<file path="src/rtl/copperv_pkg.sv">
// Shared bus widths and arbiter types for the copperv memory side.
package copperv_pkg;

  localparam int unsigned bus_width = 32;
  localparam int unsigned sel_width = bus_width / 8;

  typedef enum logic [1:0] {
    IDLE,
    GNT_I,
    GNT_D
  } arb_state_e;

  typedef enum logic {
    ARB_INST,
    ARB_DATA
  } arb_port_e;

  // Request fields held while a port waits for (or owns) the memory port.
  typedef struct packed {
    logic [bus_width-1:0] adr;
    logic                 we;
    logic [sel_width-1:0] sel;
    logic [bus_width-1:0] datwr;
  } wb_req_t;

endpackage

</file>
<file path="src/rtl/wishbone_if.sv">
// Classic Wishbone signal bundle used by the copperv masters and the memory slave.
interface wishbone_if;
  logic                                 cyc;
  logic                                 stb;
  logic                                 we;
  logic [copperv_pkg::bus_width-1:0]    adr;
  logic [copperv_pkg::sel_width-1:0]    sel;
  logic [copperv_pkg::bus_width-1:0]    datwr;
  logic [copperv_pkg::bus_width-1:0]    datrd;
  logic                                 ack;

  modport master (
    output cyc, stb, we, adr, sel, datwr,
    input  ack, datrd
  );

  modport slave (
    input  cyc, stb, we, adr, sel, datwr,
    output ack, datrd
  );
endinterface

</file>
<file path="src/rtl/wb_req_buffer.sv">
// Per-port request capture: latches a strobed request and holds it pending until acked.
module wb_req_buffer
  import copperv_pkg::*;
(
  input  logic    clk,
  input  logic    rst,
  input  logic    stb,
  input  wb_req_t bus_req,
  input  logic    ack,
  output logic    pend,
  output wb_req_t req
);

  logic    pend_q, pend_d;
  wb_req_t req_q, req_d;
  logic    capture;

  // A new request may land on the same edge the previous one is acked.
  assign capture = stb && (!pend_q || ack);

  always_comb begin
    pend_d = pend_q;
    req_d  = req_q;
    if (capture) begin
      pend_d = 1'b1;
      req_d  = bus_req;
    end else if (ack) begin
      pend_d = 1'b0;
    end
  end

  always_ff @(posedge clk) begin
    if (rst) begin
      pend_q <= 1'b0;
      req_q  <= '0;
    end else begin
      pend_q <= pend_d;
      req_q  <= req_d;
    end
  end

  assign pend = pend_q;
  assign req  = req_q;

endmodule

</file>
<file path="src/rtl/wb_mem_arbiter.sv">
// Round-robin arbiter sharing one Wishbone memory port between instruction and data masters.
// Optional forced release of stalled transfers is enabled with WB_ARB_TIMEOUT_EN.
module wb_mem_arbiter
  import copperv_pkg::*;
#(
  parameter int unsigned TIMEOUT_CYCLES = 256,
  parameter int unsigned TIMEOUT_W      = $clog2(TIMEOUT_CYCLES + 1)
) (
  input  logic       clk,
  input  logic       rst,
  wishbone_if.slave  inst_if,
  wishbone_if.slave  data_if,
  wishbone_if.master mem_if,
  output logic       timeout_flag
);

  arb_state_e state_q, state_d;
  arb_port_e  last_gnt_q, last_gnt_d;

  logic    pend_inst, pend_data;
  wb_req_t bus_inst, bus_data;
  wb_req_t req_inst, req_data, mem_req;
  logic    ack_inst, ack_data;
  logic    forced;
  logic    done;

  assign bus_inst = '{adr: inst_if.adr, we: inst_if.we, sel: inst_if.sel, datwr: inst_if.datwr};
  assign bus_data = '{adr: data_if.adr, we: data_if.we, sel: data_if.sel, datwr: data_if.datwr};

  wb_req_buffer u_inst_buf (
    .clk     (clk),
    .rst     (rst),
    .stb     (inst_if.stb),
    .bus_req (bus_inst),
    .ack     (ack_inst),
    .pend    (pend_inst),
    .req     (req_inst)
  );

  wb_req_buffer u_data_buf (
    .clk     (clk),
    .rst     (rst),
    .stb     (data_if.stb),
    .bus_req (bus_data),
    .ack     (ack_data),
    .pend    (pend_data),
    .req     (req_data)
  );

  // A transfer finishes on a real ack or on a forced timeout release.
  assign done = mem_if.ack || forced;

  always_comb begin
    state_d    = state_q;
    last_gnt_d = last_gnt_q;
    case (state_q)
      IDLE: begin
        if (pend_inst && (!pend_data || last_gnt_q == ARB_DATA)) begin
          state_d = GNT_I;
        end else if (pend_data) begin
          state_d = GNT_D;
        end
      end
      GNT_I: begin
        if (done) begin
          last_gnt_d = ARB_INST;
          state_d    = pend_data ? GNT_D : IDLE;
        end
      end
      GNT_D: begin
        if (done) begin
          last_gnt_d = ARB_DATA;
          state_d    = pend_inst ? GNT_I : IDLE;
        end
      end
      default: state_d = IDLE;
    endcase
  end

  always_ff @(posedge clk) begin
    if (rst) begin
      state_q    <= IDLE;
      last_gnt_q <= ARB_DATA;
    end else begin
      state_q    <= state_d;
      last_gnt_q <= last_gnt_d;
    end
  end

  // Idle still drives the inst request so the address bus never floats to X.
  assign mem_req      = (state_q == GNT_D) ? req_data : req_inst;
  assign mem_if.cyc   = (state_q != IDLE);
  assign mem_if.stb   = (state_q != IDLE);
  assign mem_if.adr   = mem_req.adr;
  assign mem_if.we    = mem_req.we;
  assign mem_if.sel   = mem_req.sel;
  assign mem_if.datwr = mem_req.datwr;

  // An ack arriving while reset is asserted belongs to an abandoned transfer.
  assign ack_inst = (state_q == GNT_I) && done && !rst;
  assign ack_data = (state_q == GNT_D) && done && !rst;

  assign inst_if.ack   = ack_inst;
  assign data_if.ack   = ack_data;
  assign inst_if.datrd = forced ? '0 : mem_if.datrd;
  assign data_if.datrd = forced ? '0 : mem_if.datrd;

`ifdef WB_ARB_TIMEOUT_EN
  logic [TIMEOUT_W-1:0] tmo_cnt_q, tmo_cnt_d;
  logic                 flag_q;

  // Any state change is either a grant entry or a release, so both restart the count.
  always_comb begin
    tmo_cnt_d = tmo_cnt_q;
    if (state_d != state_q) begin
      tmo_cnt_d = '0;
    end else if (state_q != IDLE && !mem_if.ack) begin
      tmo_cnt_d = tmo_cnt_q + 1'b1;
    end
  end

  assign forced = (state_q != IDLE) && !mem_if.ack &&
                  (tmo_cnt_q == TIMEOUT_W'(TIMEOUT_CYCLES));

  always_ff @(posedge clk) begin
    if (rst) begin
      tmo_cnt_q <= '0;
      flag_q    <= 1'b0;
    end else begin
      tmo_cnt_q <= tmo_cnt_d;
      if (forced) begin
        flag_q <= 1'b1;
      end
    end
  end

  assign timeout_flag = flag_q;
`else
  logic [TIMEOUT_W-1:0] unused_timeout_cfg;

  assign unused_timeout_cfg = TIMEOUT_W'(TIMEOUT_CYCLES);
  assign forced             = 1'b0;
  assign timeout_flag       = 1'b0;
`endif

  // Slave-side cyc is not a request qualifier; stb alone is.
  logic unused_cyc;
  assign unused_cyc = inst_if.cyc | data_if.cyc;

endmodule

</file>
<file path="src/flat_wrapper.sv">
// flat-port wrapper written by rule: the top's interface ports become plain ports
module wb_mem_arbiter_flat import copperv_pkg::*;
#(
  parameter int unsigned TIMEOUT_CYCLES = 256,
  parameter int unsigned TIMEOUT_W      = $clog2(TIMEOUT_CYCLES + 1)
)
  (clk, rst, timeout_flag, inst_if_cyc, inst_if_stb, inst_if_we, inst_if_adr, inst_if_sel, inst_if_datwr, inst_if_ack, inst_if_datrd, data_if_cyc, data_if_stb, data_if_we, data_if_adr, data_if_sel, data_if_datwr, data_if_ack, data_if_datrd, mem_if_cyc, mem_if_stb, mem_if_we, mem_if_adr, mem_if_sel, mem_if_datwr, mem_if_ack, mem_if_datrd);
  wishbone_if inst_if_i ();
  wishbone_if data_if_i ();
  wishbone_if mem_if_i ();
  input  logic clk;
  input  logic rst;
  output logic timeout_flag;
  input wire logic [$bits(inst_if_i.cyc)-1:0] inst_if_cyc;
  input wire logic [$bits(inst_if_i.stb)-1:0] inst_if_stb;
  input wire logic [$bits(inst_if_i.we)-1:0] inst_if_we;
  input wire logic [$bits(inst_if_i.adr)-1:0] inst_if_adr;
  input wire logic [$bits(inst_if_i.sel)-1:0] inst_if_sel;
  input wire logic [$bits(inst_if_i.datwr)-1:0] inst_if_datwr;
  output wire logic [$bits(inst_if_i.ack)-1:0] inst_if_ack;
  output wire logic [$bits(inst_if_i.datrd)-1:0] inst_if_datrd;
  input wire logic [$bits(data_if_i.cyc)-1:0] data_if_cyc;
  input wire logic [$bits(data_if_i.stb)-1:0] data_if_stb;
  input wire logic [$bits(data_if_i.we)-1:0] data_if_we;
  input wire logic [$bits(data_if_i.adr)-1:0] data_if_adr;
  input wire logic [$bits(data_if_i.sel)-1:0] data_if_sel;
  input wire logic [$bits(data_if_i.datwr)-1:0] data_if_datwr;
  output wire logic [$bits(data_if_i.ack)-1:0] data_if_ack;
  output wire logic [$bits(data_if_i.datrd)-1:0] data_if_datrd;
  output wire logic [$bits(mem_if_i.cyc)-1:0] mem_if_cyc;
  output wire logic [$bits(mem_if_i.stb)-1:0] mem_if_stb;
  output wire logic [$bits(mem_if_i.we)-1:0] mem_if_we;
  output wire logic [$bits(mem_if_i.adr)-1:0] mem_if_adr;
  output wire logic [$bits(mem_if_i.sel)-1:0] mem_if_sel;
  output wire logic [$bits(mem_if_i.datwr)-1:0] mem_if_datwr;
  input wire logic [$bits(mem_if_i.ack)-1:0] mem_if_ack;
  input wire logic [$bits(mem_if_i.datrd)-1:0] mem_if_datrd;
  assign inst_if_i.cyc = inst_if_cyc;
  assign inst_if_i.stb = inst_if_stb;
  assign inst_if_i.we = inst_if_we;
  assign inst_if_i.adr = inst_if_adr;
  assign inst_if_i.sel = inst_if_sel;
  assign inst_if_i.datwr = inst_if_datwr;
  assign inst_if_ack = inst_if_i.ack;
  assign inst_if_datrd = inst_if_i.datrd;
  assign data_if_i.cyc = data_if_cyc;
  assign data_if_i.stb = data_if_stb;
  assign data_if_i.we = data_if_we;
  assign data_if_i.adr = data_if_adr;
  assign data_if_i.sel = data_if_sel;
  assign data_if_i.datwr = data_if_datwr;
  assign data_if_ack = data_if_i.ack;
  assign data_if_datrd = data_if_i.datrd;
  assign mem_if_cyc = mem_if_i.cyc;
  assign mem_if_stb = mem_if_i.stb;
  assign mem_if_we = mem_if_i.we;
  assign mem_if_adr = mem_if_i.adr;
  assign mem_if_sel = mem_if_i.sel;
  assign mem_if_datwr = mem_if_i.datwr;
  assign mem_if_i.ack = mem_if_ack;
  assign mem_if_i.datrd = mem_if_datrd;
  wb_mem_arbiter #(.TIMEOUT_CYCLES(TIMEOUT_CYCLES), .TIMEOUT_W(TIMEOUT_W)) u_core (.clk(clk), .rst(rst), .inst_if(inst_if_i), .data_if(data_if_i), .mem_if(mem_if_i), .timeout_flag(timeout_flag));
endmodule
</file>
<file path="config.mk">
export PLATFORM = sky130hd
export DESIGN_NAME = wb_mem_arbiter_flat
export DESIGN_NICKNAME = d
export VERILOG_FILES = /design/src/rtl/copperv_pkg.sv /design/src/rtl/wishbone_if.sv /design/src/rtl/wb_req_buffer.sv /design/src/rtl/wb_mem_arbiter.sv /design/src/flat_wrapper.sv
export SDC_FILE = /design/constraint.sdc
export NUM_CORES = 1
export LEC_CHECK = 0
export CAP_MARGIN = 5
export CORE_UTILIZATION = 59
export CTS_CLUSTER_SIZE = 28
export DETAILED_ROUTE_END_ITERATION = 6
export DONT_BUFFER_PORTS = 1
export PLACE_DENSITY = 0.77
export SYNTH_ARGS = -nofsm -noshare
export SYNTH_HDL_FRONTEND = slang
export SYNTH_SLANG_ARGS = --single-unit
</file>
<file path="constraint.sdc">
create_clock -name clk -period 1.59 [get_ports clk]
set_input_delay 0.318 -clock clk [delete_from_list [all_inputs] [get_ports clk]]
set_output_delay 0.318 -clock clk [all_outputs]
set_load 0.05 [all_outputs]
</file>
==> metrics.yaml <==
clock_tree:
  htreeDepth: 4
  cts.clk_slew.worst_paths_ps: 70
  clock_latency_ps: 430
  cts_made_buffers: 17
  numClockSinks: 143
  cts.path.max_buffers: 2
  cts_tree: "yes"
  cts_root_buffer: "clkbuf_16"
logic_synthesis:
  synth_nets: 1337
  synth_edf_count: 0
  synth_compound_area_share_pct: 21.5
  synth_fa_ha_area_share_pct: 0
  yosys_warnings: 0
  synthSimpleGateAreaFrac_pct: 28.7
  synth_area_mm2: 0.00992
  synth.avg_cell_area_um2: 8.56
  synth-seq-area-share_pct: 28.8
  synth_top_family_by_area: "simple AND/OR/NAND/NOR gates"
  synthMuxAreaShare_pct: 7.83
  ys_types: 31
  synth_top_flop_cell: "dfxtp_1"
  synth_xor_xnor_area_share_pct: 0
  synth_async_sr_flop_share_pct: 0
  yosys_register_bits: 143
  syn_inst: 1160
critical_path:
  crit_fanout: 422
  crit_required_ps: 1270
  critPathSlowestCell: "and4bb_4"
  cp_cell_sequence: "and4bb_4 > buf_12"
  critical_path_class: "in -> out"
  critical-path-max-stage-delay_ps: 710
  r2r-start: "u_core.state_q[0]"
  worstPathArrival_ps: 1670
  startpoint_type: "input pin"
  regToRegSetupSlack_ps: -170
  end_kind: "output port"
  crit_buf_inv: 1
  crit_family: "simple AND/OR/NAND/NOR gates"
  startpoint: "rst"
sta:
  max_freq_mhz: 504
  setup_viol: 212
  tns_ps: -44170
  post-route-period-util_pct: 125
  whs_ps: 37.8
  hold_viol_final: 0
  rsz0062_at_grt: "true"
  maxSlewViolCount: 0
  worst_pin_slew_ps: 1120
  worst_clock_skew_ps: 15.7
  slew-limit-headroom_pct: 25.4
  setup_ws_ps: -395
  period_needed_ps: 1990
floorplanning:
  std_cell_rows: 47
  start_util_pct: 60.1
  num_io_pins: 315
  die_width_um: 132
  dieHeight_um: 132
  core_mm2: 0.0165
  fp.dieArea_mm2: 0.0173
run_status:
  violations: "setup timing"
  status: "complete, but fails checks"
placed_design:
  io_buffers: 0
  hpwl_um: 15100
  place_congestion: 0.755
  dp_slack_ps: 6.52
layout:
  mostFrequentLayoutCells: "141 x nand2_1, 139 x dfxtp_1, 138 x nand4b_1, 138 x nor3b_1, 138 x a31oi_1"
  utilization_pct: 73.7
  area_growth_pct: 22.7
  num-nets-final: 1215
  final_common_cell: "nand2_1"
  multi_input_area_mm2: 0.00676
  final-seq-area_mm2: 0.00287
  fill_cells: 1125
  antenna_cells: 0
  drive_above_1_share_pct: 25.5
drt:
  first_iter_violations: 1306
  ant_nets: 0
  drtPass1Iterations: 6
  vias: 9750
  vias_per_cell: 7.67
  drt_wl_total_um: 34500
  drcViolationCount: 0
  wl_per_cell_um: 27.1
global_route:
  grt_max_degree: 423
  antenna_found_initial: 0
  grt_pass1_wl_um: 46800
  grt_pass1_vias: 8482
  grt_overflow: 0
  grt_use_total_pct: 33.3
hold_path:
  hold_path_class: "in -> reg"
  min_from: "inst_if_datwr[15]"
power:
  ir_worst_vdd_uv: 783
  p_per_area_mw_per_mm2: 937
  p_leak_nw: 3.94
  fin_total_pwr_w: 0.0114
job:
  maxCapViolCount: 0
-- flip-flops by register name (all words and copies together) (netlist names) --
register,cells
u_core.last_gnt_q,1
u_core.state_q,2
u_core.u_data_buf.pend,1
u_core.u_data_buf.req,69
u_core.u_inst_buf.pend,1
u_core.u_inst_buf.req,69
-- power breakdown --
group	switching [W]	internal, W
clock	0.00164	0.00283
sequential	0.000258	0.00390
combinational	0.00161	0.00117
total	0.00352	0.00790
-- worst paths after layout --
kind                               end  depth (start not counted)
max                        inst_if_ack                          2
min          u_core.u_inst_buf.req[15]                          2
max reg2reg  u_core.u_inst_buf.req[10]                          9
min reg2reg  u_core.u_data_buf.req[66]                          2
-- repair_timing --
action | 4_1_cts | 5_1_grt
pin swaps | 31 | 47
hold endpoints to repair | 2 | 0
hold buffers | 1 | 0
cloned | 8 | 32
setup buffers | 10 | 13
setup endpoints to repair | 73 | 204
gates resized for setup | 116 | 216
-- metal layers --
layer | part of all wire, % | vias to the layer above | track usage [%]
li1 | - | 4266 | -
met1 | 38 | 4707 | 43.0
met2 | 46 | 646 | 50.5
met3 | 12 | 131 | 10.9
met4 | 4.1 | 0 | 14.2
met5 | 0 | - | 0
-- stage by stage --
step	area (µm²)	std cells
2_1_floorplan	9970	1160
3_3_place_gp	9410	1179
3_5_place_dp	9410	1179
4_1_cts	10700	1229
5_1_grt	12200	1271
6_report	12200	1271
-- cells in the mapped netlist, types with 2 or more instances --
library cell / count / area, µm²
nor3b_1: 138 / 1040
o311ai_0: 130 / 1140
o311ai_1: 8 / 70.1
mux2_2: 69 / 777
nor2_1: 3 / 11.3
buf_4: 71 / 533
dfxtp_1: 143 / 2860
a21oi_1: 4 / 20.0
a31oi_1: 138 / 863
nand2_1: 142 / 533
nor2b_1: 2 / 12.5
inv_1: 2 / 7.51
nand4b_1: 138 / 1210
buf_1: 3 / 11.3
buf_2: 49 / 245
buf_6: 12 / 135
clkbuf_1: 94 / 353
-- final cells by class --
class	instances	area share, %
inverter	4	0.144
multi-input combinational	783	55.5
sequential	143	23.6
clock buffer	22	3.73
clock inverter	10	1.52
timing repair buffer	89	13.3
tap	220	2.26
-- logic make-up after synthesis --
logic type,count (synthesis)
AOI/OAI and AO/OA,285
muxes,69
buffers and inverters,234
other,1
DFF,143
and+or+nand+nor,428
Power figures use the tool's default switching activity.
==> RTL change 1 (same flow settings) <==
Set the package constant `bus_width` to 40 (it was 32).
--- a/src/rtl/copperv_pkg.sv
+++ b/src/rtl/copperv_pkg.sv
@@ -1,7 +1,7 @@
 // Shared bus widths and arbiter types for the copperv memory side.
 package copperv_pkg;
 
-  localparam int unsigned bus_width = 32;
+  localparam int unsigned bus_width = 40;
   localparam int unsigned sel_width = bus_width / 8;
 
   typedef enum logic [1:0] {
Interface: changed (12 resized); port bits go from 315 to 390. The function was not compared with the original's and may differ.
==> RTL change 1 against the original RTL <==
- the flow still finishes with violations (negative setup slack)
- sequential cell count increased by 34
- via count is 23% higher
- routed wire length rose by 23%
- global-route usage increased by 1.4 points
- worst setup slack worse by 0.067 ns
- sequential share of layout area up 2.4 points
- clock skew decreased by 0.00097 ns
- final area rose by 12%
- area after synthesis grew 20%
- total power up 11%
==> RTL change 1: results (changes against the original RTL) <==
metric;value;unit;change
gp_congestion;0.821;;was 0.755
cts_made_buffers;17;;unchanged
grt_pass1_wl;56500;um;was 46800 um
n_antenna_cell;0;;unchanged
fin_nets;1486;;was 1215
firstDrtPassIters;6;;unchanged
synth_cell_types;28;;was 31
ys_warn_count;0;;unchanged
startpoint;u_core.state_q[1]$_SDFFE_PP0P_;;was rst
hold_start;inst_if_datwr[24];;was inst_if_datwr[15]
drc;0;;unchanged
clockBufferDepth;2;;unchanged
max_stage_delay;0.40;ns;was 0.71 ns
status;complete, but fails checks;;unchanged
drt_iter0_markers;1515;;was 1306
violations;negative setup slack;;unchanged
cp.arrival;1.73;ns;was 1.67 ns
grt_pass1_vias;10100;;was 8482
synth_common_cells;dfxtp_1 (177), a31oi_1 (173), nand2_1 (173), nor3b_1 (173), nand4_1 (172);;was dfxtp_1 (143), nand2_1 (142), a31oi_1 (138), nand4b_1 (138), nor3b_1 (138)
multi_input_area;7390;um2;was 6760 um2
fillCellCount;1469;;was 1125
htreeDepth;4;;unchanged
yosys-top-cells-area;dfxtp_1 (30%), nor3b_1 (11%), o311ai_1 (11%);;was dfxtp_1 (29%), nand4b_1 (12%), o311ai_0 (11%)
ir_drop;1010;uV;was 783 uV
worstPathMaxFanout;10;;was 422
async_flop_share;0;%;unchanged
routed_wirelength;42400;um;was 34500 um
preCtsSetupSlack;-0.115;ns;was 0.00652 ns
synthesis.nets;1654;;was 1337
power.leakage;4.19;nW;was 3.94 nW
synth-main-ff-cell;dfxtp_1;;unchanged
postLayoutSetupSlackWorst;-0.463;ns;was -0.395 ns
r2r_start;u_core.state_q[0]$_SDFFE_PP0P_;;unchanged
grt_max_degree;351;;was 423
clk_latency;0.43;ns;about the same
fin_skew;0.0148;ns;was 0.0157 ns
fin_setup_tns;-40.11;ns;was -44.17 ns
dp_hpwl;21000;um;was 15100 um
antenna_found_initial;0;;unchanged
hp-class;in2reg;;unchanged
finalSetupViolCount;148;;was 212
worst_path_max_delay_cell;mux2_4;;was and4bb_4
clk_pin_slew;0.08;ns;
drive_gt1_share;21.2;%;was 25.5%
cts_root_buf;clkbuf_16;;unchanged
routed_via_density;7.78;;was 7.67
ys_seq_area_share;29.9;%;was 28.8%
io_buffers;0;;unchanged
timing.slew.headroom;58.4;%;was 25.4%
groute.usage.overall;34.6;%;was 33.3%
RTL change 1: cell count changes after synthesis, sizes merged, moves of 31 or more:
cell	before	now
buf	135	176
nor3b	138	173
a31oi	138	173
nand4	0	172
dfxtp	143	177
o311ai	138	172
nand4b	138	0
nand2	142	173
RTL change 1: metrics by stage:
stage	hold slack [ns]	util, %	total power, W	cell area, um2	std cells
after detailed placement	0.441	57.7	0.00779	11300	1454
after CTS	0.0233	64.4	0.0124	12600	1507
final	0.0370	69.8	0.0127	13700	1545
after floorplan	0.463	-	0.00809	12000	1435
after global routing	0.0201	69.8	0.0130	13700	1545
after global placement	0.434	57.7	0.00774	11300	1454
RTL change 1: area by class of cell:
type	count	share of cell area (%)
inverter	5	0.156
tap	265	2.43
multi-input combinational	968	54.1
timing repair buffer	98	13.1
clock buffer	19	3.17
sequential	177	26.0
clock inverter	13	1.10
RTL change 1: power breakdown:
part           switching, W  leakage, nW  internal (W)
clock               0.00195        0.272       0.00235
combinational       0.00195         2.46       0.00128
sequential         0.000331         1.46       0.00481
RTL change 1: path summary, 6_finish.rpt:
check             slack [ns]                                     end  depth (start not counted)
hold reg to reg         0.50  u_core.u_inst_buf.req[39]$_SDFFE_PP0P_                          2
setup / recovery       -0.46                         mem_if_datwr[9]                          5
setup reg to reg       -0.13   u_core.u_data_buf.req[0]$_SDFFE_PP0P_                          8
hold / removal          0.04  u_core.u_inst_buf.req[24]$_SDFFE_PP0P_                          2
RTL change 1: critical path: cells and delay by family, from the launching register on:
family / cells / cell delay (ns)
simple gates: 1 / 0.18
buf+inv: 3 / 0.40
flops: 1 / 0.32
mux: 1 / 0.40
RTL change 1: repair_timing:
item,4_1_cts,5_1_grt
buffers inserted,10,16
endpoints found under the setup margin,90,240
hold buffers,1,0
endpoints found under the hold margin,1,0
resized for setup,89,90
gates cloned,10,24
pin swaps,2,51
RTL change 1: layer usage:
metal	vias to the layer above	GRT usage, %	part of all wire (%)
met1	5714	44.3	38
met3	150	9.86	12
met2	913	53.4	46
li1	5237	-	-
met5	-	0	0
met4	0	16.2	4.3
RTL change 1: cell families (layout without fill, tap and decap cells):
kind of cell	after synthesis	count (layout)	synth area share [%]
flops	177	177	29.9
other cells	1	1	0.0316
buf+inv	290	135	13.7
compound gates	355	355	22.3
simple gates	526	526	25.9
mux	86	86	8.16
==> RTL change 2 (config.mk and constraints unchanged) <==
Made on the original files. Encoding of `arb_state_e`: now one-hot (3 bits for 3 states).
--- a/src/rtl/copperv_pkg.sv
+++ b/src/rtl/copperv_pkg.sv
@@ -4,10 +4,10 @@
   localparam int unsigned bus_width = 32;
   localparam int unsigned sel_width = bus_width / 8;
 
-  typedef enum logic [1:0] {
-    IDLE,
-    GNT_I,
-    GNT_D
+  typedef enum logic [2:0] {
+    IDLE  = 3'b001,
+    GNT_I = 3'b010,
+    GNT_D = 3'b100
   } arb_state_e;
 
   typedef enum logic {
Behaviour: same outputs for any inputs over 4 cycles, from zero or initial values and one cycle with rst high; so few cycles prove little.
==> RTL change 2 against the original RTL <==
- the flow finishes with violations (negative hold slack, negative setup slack)
- routed wire length shrank 31%
- worst hold slack lost 0.17 ns
- die area shrank 35%
- area after synthesis shrank 35%
- worst setup slack lost 0.35 ns
- sequential cell count grew 1
- global-route usage shrank 5.3 points
- final area shrank 24%
- fmax shrank 15%
- total power shrank 11%
- register-to-register slack lost 0.58 ns
- largest power group unchanged
==> RTL change 2: results (changes against the original RTL) <==
metric;value;unit;change
status;complete, but fails checks;;unchanged
violations;negative hold slack, negative setup slack;;was negative setup slack
vias;5874;;was 9750
comb_cell_power;0.00202;W;was 0.00278 W
postLayoutSetupSlackWorst;-0.748;ns;was -0.395 ns
cp.arrival;2.77;ns;was 1.67 ns
nClkBuffers;19;;was 22
comb.multi_input.count;527;;was 783
groute.usage.overall;28.0;%;was 33.3%
worstPathMaxFanout;6;;was 422
grt_max_degree;148;;was 423
ys_seq_area_share;45.0;%;was 28.8%
post_cts_buffers;9;;was 10
preCtsSetupSlack;-0.292;ns;was 0.00652 ns
area_share_nonclk_buffers;13.4;%;was 13.3%
fillCellCount;430;;was 1125
p_int;0.00715;W;was 0.00790 W
buffers_excl_clock;76;;was 89
cts_made_buffers;17;;unchanged
hold_viol;140;;was 0
yosys-top-cells-area;dfxtp_1 (45%), nand2_1 (16%), mux2_2 (12%);;was dfxtp_1 (29%), nand4b_1 (12%), o311ai_0 (11%)
wl_met1;8390;um;was 13100 um
regArea;2890;um2;was 2870 um2
drive_gt1_share;56.1;%;was 25.5%
grt_pass1_wl;24700;um;was 46800 um
use_met2;48.2;%;was 50.5%
gp_congestion;0.834;;was 0.755
wl_per_cell;25.9;um;was 27.1 um
fin_skew;0.0209;ns;was 0.0157 ns
multi_input_area_share;47.0;%;was 55.5%
power.leakage;3.95;nW;was 3.94 nW
clk_latency;0.53;ns;was 0.43 ns
design_area;9300;um2;was 12200 um2
grt_use_met1;31.7;%;was 43.0%
drt_iter0_markers;572;;was 1306
post_cts_resized;94;;was 116
firstDrtPassIters;5;;was 6
max_stage_delay;0.41;ns;was 0.71 ns
dp_hpwl;10400;um;was 15100 um
finalSetupViolCount;212;;unchanged
synthesis.nets;974;;was 1337
p_clk_share;40.9;%;was 39.2%
placed_area;6280;um2;was 9410 um2
fin_nets;946;;was 1215
inv_count;3;;was 4
worst_path_max_delay_cell;or3b_4;;was and4bb_4
hold_ws;-0.128;ns;was 0.0378 ns
cts_root_buf;clkbuf_8;;was clkbuf_16
p_per_area;1090;nW/um2;was 937 nW/um2
synth_cell_types;28;;was 31
syn_inst;797;;was 1160
ir_drop;655;uV;was 783 uV
synth_top_area_share;45.0;%;was 28.8%
synth.ff_latch_count;144;;was 143
grt_pass1_vias;5065;;was 8482
## RTL change 2: logic make-up (layout without fill, tap and decap cells)
family,Yosys count,after routing,share of synthesized area [%]
AOI/OAI and AO/OA,156,156,12.6
buffers and inverters,126,111,11.8
DFF,144,144,45.0
muxes,69,69,12.1
other,1,1,0.0585
and+or+nand+nor,301,301,18.4
## RTL change 2: path summary, 6_finish.rpt
kind                                                from  slack [ns]                                      to  cells after the start
hold reg to reg   u_core.u_inst_buf.req[17]$_SDFFE_PP0P_        0.45  u_core.u_inst_buf.req[17]$_SDFFE_PP0P_                      2
setup reg to reg          u_core.state_q[2]$_SDFFE_PP0P_       -0.75  u_core.u_inst_buf.req[44]$_SDFFE_PP0P_                     11
setup / recovery          u_core.state_q[2]$_SDFFE_PP0P_       -0.75  u_core.u_inst_buf.req[44]$_SDFFE_PP0P_                     11
hold / removal                                       rst       -0.13  u_core.u_data_buf.req[22]$_SDFFE_PP0P_                      1
